[src/rtl/conv_window_gen_if.sv]
// Pixel-in / window-out bus of the 3x3 window generator.
// The master side drives the raster pixel stream and consumes windows;
// the slave side (the generator) accepts pixels and produces windows.
interface conv_window_gen_if #(
    parameter int DATA_W = 8,
    parameter int IMG_W  = 8,
    parameter int IMG_H  = 8
);
    localparam int CW = $clog2(IMG_W);
    localparam int RW = $clog2(IMG_H);

    logic                  pix_valid;
    logic                  pix_sof;
    logic [DATA_W-1:0]     pix_in;
    logic                  win_valid;
    logic [DATA_W*9-1:0]   window_out;
    logic [RW-1:0]         win_row;
    logic [CW-1:0]         win_col;
    logic                  frame_done;

    modport master (
        output pix_valid, pix_sof, pix_in,
        input  win_valid, window_out, win_row, win_col, frame_done
    );

    modport slave (
        input  pix_valid, pix_sof, pix_in,
        output win_valid, window_out, win_row, win_col, frame_done
    );
endinterface

[src/rtl/conv_window_gen.sv]
// Streaming 3x3 window generator. Two column-indexed line buffers hold the
// previous two rows; a 3x3 register array slides one column per accepted
// pixel. A window is emitted once the array holds three fresh columns of
// three valid rows. Pixel bits are never interpreted, only moved.
module conv_window_gen #(
    parameter int DATA_W = 8,
    parameter int IMG_W  = 8,
    parameter int IMG_H  = 8
) (
    input  logic             clk,
    input  logic             rstn,
    conv_window_gen_if.slave bus
);
    localparam int CW = $clog2(IMG_W);
    localparam int RW = $clog2(IMG_H);

    // raster position of the next expected pixel
    logic [CW-1:0] col_q, col_d;
    logic [RW-1:0] row_q, row_d;

    // position of the pixel on the bus this cycle (sof forces origin)
    logic [CW-1:0] eff_col;
    logic [RW-1:0] eff_row;

    // lb1 = row r-1, lb2 = row r-2; deliberately not reset
    logic [DATA_W-1:0] lb1_q [IMG_W];
    logic [DATA_W-1:0] lb2_q [IMG_W];
    logic [DATA_W-1:0] lb_a;
    logic [DATA_W-1:0] lb_b;

    // win_q[row][col], row 0 oldest, col 0 leftmost
    logic [DATA_W-1:0] win_q [3][3];
    logic [DATA_W-1:0] win_d [3][3];

    logic                win_valid_q, win_valid_d;
    logic                frame_done_q, frame_done_d;
    logic [DATA_W*9-1:0] window_out_q, window_out_d;
    logic [DATA_W*9-1:0] window_packed;
    logic [RW-1:0]       win_row_q, win_row_d;
    logic [CW-1:0]       win_col_q, win_col_d;

    logic emit;
    logic last_pix;

    // next-state: position, window shift, packing and output selection
    always_comb begin
        eff_col = bus.pix_sof ? '0 : col_q;
        eff_row = bus.pix_sof ? '0 : row_q;

        lb_a = lb2_q[eff_col];
        lb_b = lb1_q[eff_col];

        col_d = col_q;
        row_d = row_q;
        win_d = win_q;

        emit     = bus.pix_valid && (eff_row >= RW'(2)) && (eff_col >= CW'(2));
        last_pix = bus.pix_valid && (eff_row == RW'(IMG_H - 1))
                                 && (eff_col == CW'(IMG_W - 1));

        if (bus.pix_valid) begin
            if (eff_col == CW'(IMG_W - 1)) begin
                col_d = '0;
                row_d = (eff_row == RW'(IMG_H - 1)) ? '0 : eff_row + RW'(1);
            end else begin
                col_d = eff_col + CW'(1);
                row_d = eff_row;
            end

            for (int r = 0; r < 3; r++) begin
                win_d[r][0] = win_q[r][1];
                win_d[r][1] = win_q[r][2];
            end
            win_d[0][2] = lb_a;
            win_d[1][2] = lb_b;
            win_d[2][2] = bus.pix_in;
        end

        // top-left element lands in the MSBs, newest pixel in the LSBs
        window_packed = '0;
        for (int r = 0; r < 3; r++) begin
            for (int c = 0; c < 3; c++) begin
                window_packed[DATA_W*(9-(3*r+c))-1 -: DATA_W] = win_d[r][c];
            end
        end

        win_valid_d  = emit;
        frame_done_d = last_pix;
        window_out_d = emit ? window_packed : window_out_q;
        win_row_d    = emit ? eff_row - RW'(2) : win_row_q;
        win_col_d    = emit ? eff_col - CW'(2) : win_col_q;
    end

    // position counters, window array and registered outputs
    always_ff @(posedge clk) begin
        if (!rstn) begin
            col_q        <= '0;
            row_q        <= '0;
            win_valid_q  <= 1'b0;
            frame_done_q <= 1'b0;
            window_out_q <= '0;
            win_row_q    <= '0;
            win_col_q    <= '0;
            for (int r = 0; r < 3; r++) begin
                for (int c = 0; c < 3; c++) begin
                    win_q[r][c] <= '0;
                end
            end
        end else begin
            col_q        <= col_d;
            row_q        <= row_d;
            win_q        <= win_d;
            win_valid_q  <= win_valid_d;
            frame_done_q <= frame_done_d;
            window_out_q <= window_out_d;
            win_row_q    <= win_row_d;
            win_col_q    <= win_col_d;
        end
    end

    // line buffers: push the current column down one row, store the new pixel
    always_ff @(posedge clk) begin
        if (bus.pix_valid) begin
            lb2_q[eff_col] <= lb_b;
            lb1_q[eff_col] <= bus.pix_in;
        end
    end

    assign bus.win_valid  = win_valid_q;
    assign bus.frame_done = frame_done_q;
    assign bus.window_out = window_out_q;
    assign bus.win_row    = win_row_q;
    assign bus.win_col    = win_col_q;

endmodule

[src/flat_wrapper.sv]
// flat-port wrapper written by rule: the top's interface ports become plain ports
module conv_window_gen_flat 
#(
    parameter int DATA_W = 8,
    parameter int IMG_W  = 8,
    parameter int IMG_H  = 8
)
  (clk, rstn, bus_pix_valid, bus_pix_sof, bus_pix_in, bus_win_valid, bus_window_out, bus_win_row, bus_win_col, bus_frame_done);
  conv_window_gen_if #(.DATA_W(DATA_W), .IMG_W(IMG_W), .IMG_H(IMG_H)) bus_i ();
  input  logic clk;
  input  logic rstn;
  input wire logic [$bits(bus_i.pix_valid)-1:0] bus_pix_valid;
  input wire logic [$bits(bus_i.pix_sof)-1:0] bus_pix_sof;
  input wire logic [$bits(bus_i.pix_in)-1:0] bus_pix_in;
  output wire logic [$bits(bus_i.win_valid)-1:0] bus_win_valid;
  output wire logic [$bits(bus_i.window_out)-1:0] bus_window_out;
  output wire logic [$bits(bus_i.win_row)-1:0] bus_win_row;
  output wire logic [$bits(bus_i.win_col)-1:0] bus_win_col;
  output wire logic [$bits(bus_i.frame_done)-1:0] bus_frame_done;
  assign bus_i.pix_valid = bus_pix_valid;
  assign bus_i.pix_sof = bus_pix_sof;
  assign bus_i.pix_in = bus_pix_in;
  assign bus_win_valid = bus_i.win_valid;
  assign bus_window_out = bus_i.window_out;
  assign bus_win_row = bus_i.win_row;
  assign bus_win_col = bus_i.win_col;
  assign bus_frame_done = bus_i.frame_done;
  conv_window_gen #(.DATA_W(DATA_W), .IMG_W(IMG_W), .IMG_H(IMG_H)) u_core (.clk(clk), .rstn(rstn), .bus(bus_i));
endmodule
[config.mk]
export PLATFORM = sky130hd
export DESIGN_NAME = conv_window_gen_flat
export DESIGN_NICKNAME = d
export VERILOG_FILES = /design/src/rtl/conv_window_gen_if.sv /design/src/rtl/conv_window_gen.sv /design/src/flat_wrapper.sv
export SDC_FILE = /design/constraint.sdc
export NUM_CORES = 1
export LEC_CHECK = 0
export BUFFER_PORTS_ARGS = -buffer_cell sky130_fd_sc_hd__buf_2
export CORE_ASPECT_RATIO = 0.75
export CORE_MARGIN = 4
export CORE_UTILIZATION = 35
export CTS_BUF_LIST = sky130_fd_sc_hd__clkbuf_8
export DETAILED_ROUTE_END_ITERATION = 12
export GPL_ROUTABILITY_DRIVEN = 0
export GPL_TIMING_DRIVEN = 0
export MAX_ROUTING_LAYER = met4
export PLACE_DENSITY_LB_ADDON = 0.25
export SYNTH_ARGS = -nofsm -noshare
export SYNTH_HDL_FRONTEND = slang
export SYNTH_SLANG_ARGS = --single-unit
[constraint.sdc]
create_clock -name clk -period 2.7 [get_ports clk]
set_input_delay 0 -clock clk [delete_from_list [all_inputs] [get_ports clk]]
set_output_delay 0 -clock clk [all_outputs]
set_load 0.005 [all_outputs]
==> metrics.md <==
| Metric | Value |
|---|---|
| Status | finished, final reports clean |
| Ranking of synthesized cells by area | edfxtp_1 35%, dfxtp_1 29%, mux2i_1 6.9%, a211oi_2 5.8%, nor2_1 4.4% |
| Total number of vias | 7,255 |
| Most common cell after layout, fill and taps aside | dfxtp_1 |
| Seq/Total Area, Yosys | 63.8% |
| Clock Latency Late Sink | 0.57 ns |
| Fin util | 42.9% |
| Post-DP HPWL | 20,000 um |
| Synthesized cell area | 11,000 sq um |
| Cells after Synth | 861 |
| Clock power share | 41.3% |
| NetSw | 2.09 mW |
| Leakage power | 4.92 nW |
| Critical Path RT | 2.94 ns |
| Post-synth top area cell | edfxtp_1 |
| Final Slew Violations | 0 |
| Most frequent cells in the layout | 158 x dfxtp_1, 128 x edfxtp_1, 122 x nor2_1 |
| Max Root-Sink Buffers | 3 |
| Worst min path class | in -> reg |
| ANT cells | 0 |
| Number of fill cells in the layout | 2,897 |
| All-Layer GR Usage | 17.1% |
| Comb pwr share | 6.1% |
| Tot Pwr | 8.86 mW |
| Clock Sinks | 286 |
| Sequential power share | 52.7% |
| Placed insts | 1,356 |
| H-tree levels | 2 |
| Worst IR drop on VDD | 0.000244 V |
| TritonCTS buffer count | 45 |
| Fmax | 391 MHz |
| Sum Neg Setup Slack | 0 ns |
| Clock period minus worst slack | 2.56 ns |
| Clock skew | 0.0214 ns |
| Global-route wire length before repair | 43,800 um |
| Die area | 34,300 sq um |
| Final Hold Viols | 0 |
| CP startpoint kind | flip-flop |
| Yosys synthesis warning count | 0 |
| Syn Area/Cell | 12.7 sq um |
| Async set or reset register ratio after synthesis | 0% |
| Sw Share | 23.6% |
| Worst Path Arrival | 2.80 ns |
| Root buffer cell | clkbuf_8 |
| Routed WL | 28,300 um |
| Crit-path max FO | 10 |
| Mapped Nets | 880 |
| # port buffers | 89 |
| Area share of the largest cell type after synthesis | 35.0% |
| RSZ-0062 raised after global routing | no |
| Area grow syn2layout | 19.4% |
| Grt ovf | 0 |
| Chip Height | 161 um |
| Normalized max-slew margin | 43.1% |
| Least-Margin Pin Slew | 0.854 ns |
| Final setup vio count | 0 |
| Vias in the first global route | 7,183 |
| Starting density of the core | 35.9% |
| Fin crit share | 94.8% |
| Core Box Area | 30,600 sq um |
| Final #Nets | 1,032 |
| Drt drc | 0 |
| Pin count of the biggest net entering global routing | 17 |
| Initial antenna violation count | 0 |
| Clock transition at the registers of the reported paths | 0.06 ns |
| Clock tree from TritonCTS | yes |
| Number of top-level pins | 92 |
| Critical path class | reg -> reg |
| Die Width | 212 um |
| FF+latch count, synth | 286 |
| Layout cell share with drive strength beyond 1 | 25.6% |
| Dominant register cell in the synthesized netlist | dfxtp_1 |
| # rows | 55 |
| P per Cell Area | 676 nW/um^2 |
| Hold WS | 0.0548 ns |
| Netlist cell types | 32 |
| Max_cap viols | 0 |
| WL/cell | 19.6 um |
| Fin cells | 1,449 |
| Antenna Nets Post-Route | 0 |
| Drt first-iter violations | 696 |
| Internal power | 6.76 mW |
| DRT Pass-1 Iters | 5 |
| Worst setup EP type | flip-flop |
| Post-synth EDFFs | 128 |
| Vias per inst | 5.01 |
==> cell type report <==
type / instances / area [sq um] / area share (%)
buffer: 65 / 323 / 2.46
sequential: 286 / 7010 / 53.5
tap: 399 / 499 / 3.81
clock inverter: 28 / 143 / 1.09
timing repair buffer: 105 / 649 / 4.96
multi-input combinational: 495 / 3650 / 27.9
inverter: 15 / 58.8 / 0.449
clock buffer: 56 / 771 / 5.88
==> path summary, 6_finish.rpt <==
kind,slack [ns],end,depth (start not counted),start
max reg2reg,0.14,u_core.lb2_q[7][5],5,u_core.col_q[1]
max,0.14,u_core.lb2_q[7][5],5,u_core.col_q[1]
min,0.05,u_core.bus.win_row[2],5,bus_pix_sof
min reg2reg,0.47,u_core.bus.window_out[54],2,u_core.bus.window_out[54]
==> kinds of logic (layout without fill, tap and decap cells) <==
logic type | after synthesis | in the layout | share of synthesized area, %
AOI/OAI and AO/OA | 151 | 151 | 11.6
adders and majority gates | 7 | 7 | 0.798
buffers and inverters | 80 | 269 | 3.34
DFF | 286 | 286 | 63.8
muxes | 92 | 92 | 10.2
and+or+nand+nor | 245 | 245 | 10.2
==> critical path, stage by stage (launching register included) <==
cell and delay [ns]:
dfxtp_1 0.31, buf_4 0.18, buf_2 0.41, mux4_2 0.58
o22ai_1 0.50, inv_1 0.26
==> through the flow <==
step | area [sq um] | setup WS (ns)
finish | 13100 | 0.141
global route | 13100 | 0.0116
CTS | 13100 | 0.0353
detailed placement | 12100 | -0.755
global placement | 11900 | -1.27
floorplan | 11000 | 0.176
==> per-layer routing <==
| metal | vias up | share of wire [%] | global-route usage [%] |
|---|---|---|---|
| met5 | - | 0 | - |
| met4 | 0 | 1.7 | 4.48 |
| met3 | 47 | 6.7 | 3.57 |
| met2 | 222 | 42 | 23.8 |
| met1 | 3548 | 50 | 25.3 |
| li1 | 3438 | - | - |
==> power groups by stage <==
stage	registers [mW]	clock network (mW)	logic (mW)
floorplan	4.74	0	0.336
global placement	4.76	0	0.507
detailed placement	4.76	0	0.518
CTS	4.66	3.76	0.536
global route	4.67	3.96	0.590
finish	4.66	3.65	0.538
==> what timing repair did <==
action | 4_1_cts | 5_1_grt
pin swaps | 0 | 0
cloned | 0 | 0
endpoints found under the setup margin | 174 | 86
setup buffers | 0 | 0
hold endpoints to repair | 86 | 0
gates resized for setup | 12 | 8
hold buffers | 9 | 0
==> cell usage after synthesis, drive strengths merged (18+ instances only) <==
master,count
a211oi,59
a21oi,23
buf,22
clkbuf,43
dfxtp,158
edfxtp,128
mux2i,76
nand2,40
nand2b,20
nand3,18
nor2,130
nor2b,18
o21ai,18
o22ai,31
==> sequential cells by signal, summed over array words and instances, names as in the netlist <==
register / count
u_core.win_q: 72
u_core.bus.win_col: 3
u_core.bus.window_out: 72
u_core.lb2_q: 64
u_core.col_q: 3
u_core.row_q: 3
u_core.bus.win_row: 3
u_core.bus.frame_done: 1
u_core.lb1_q: 64
u_core.bus.win_valid: 1
No activity file was read; power rests on OpenSTA's default activity.
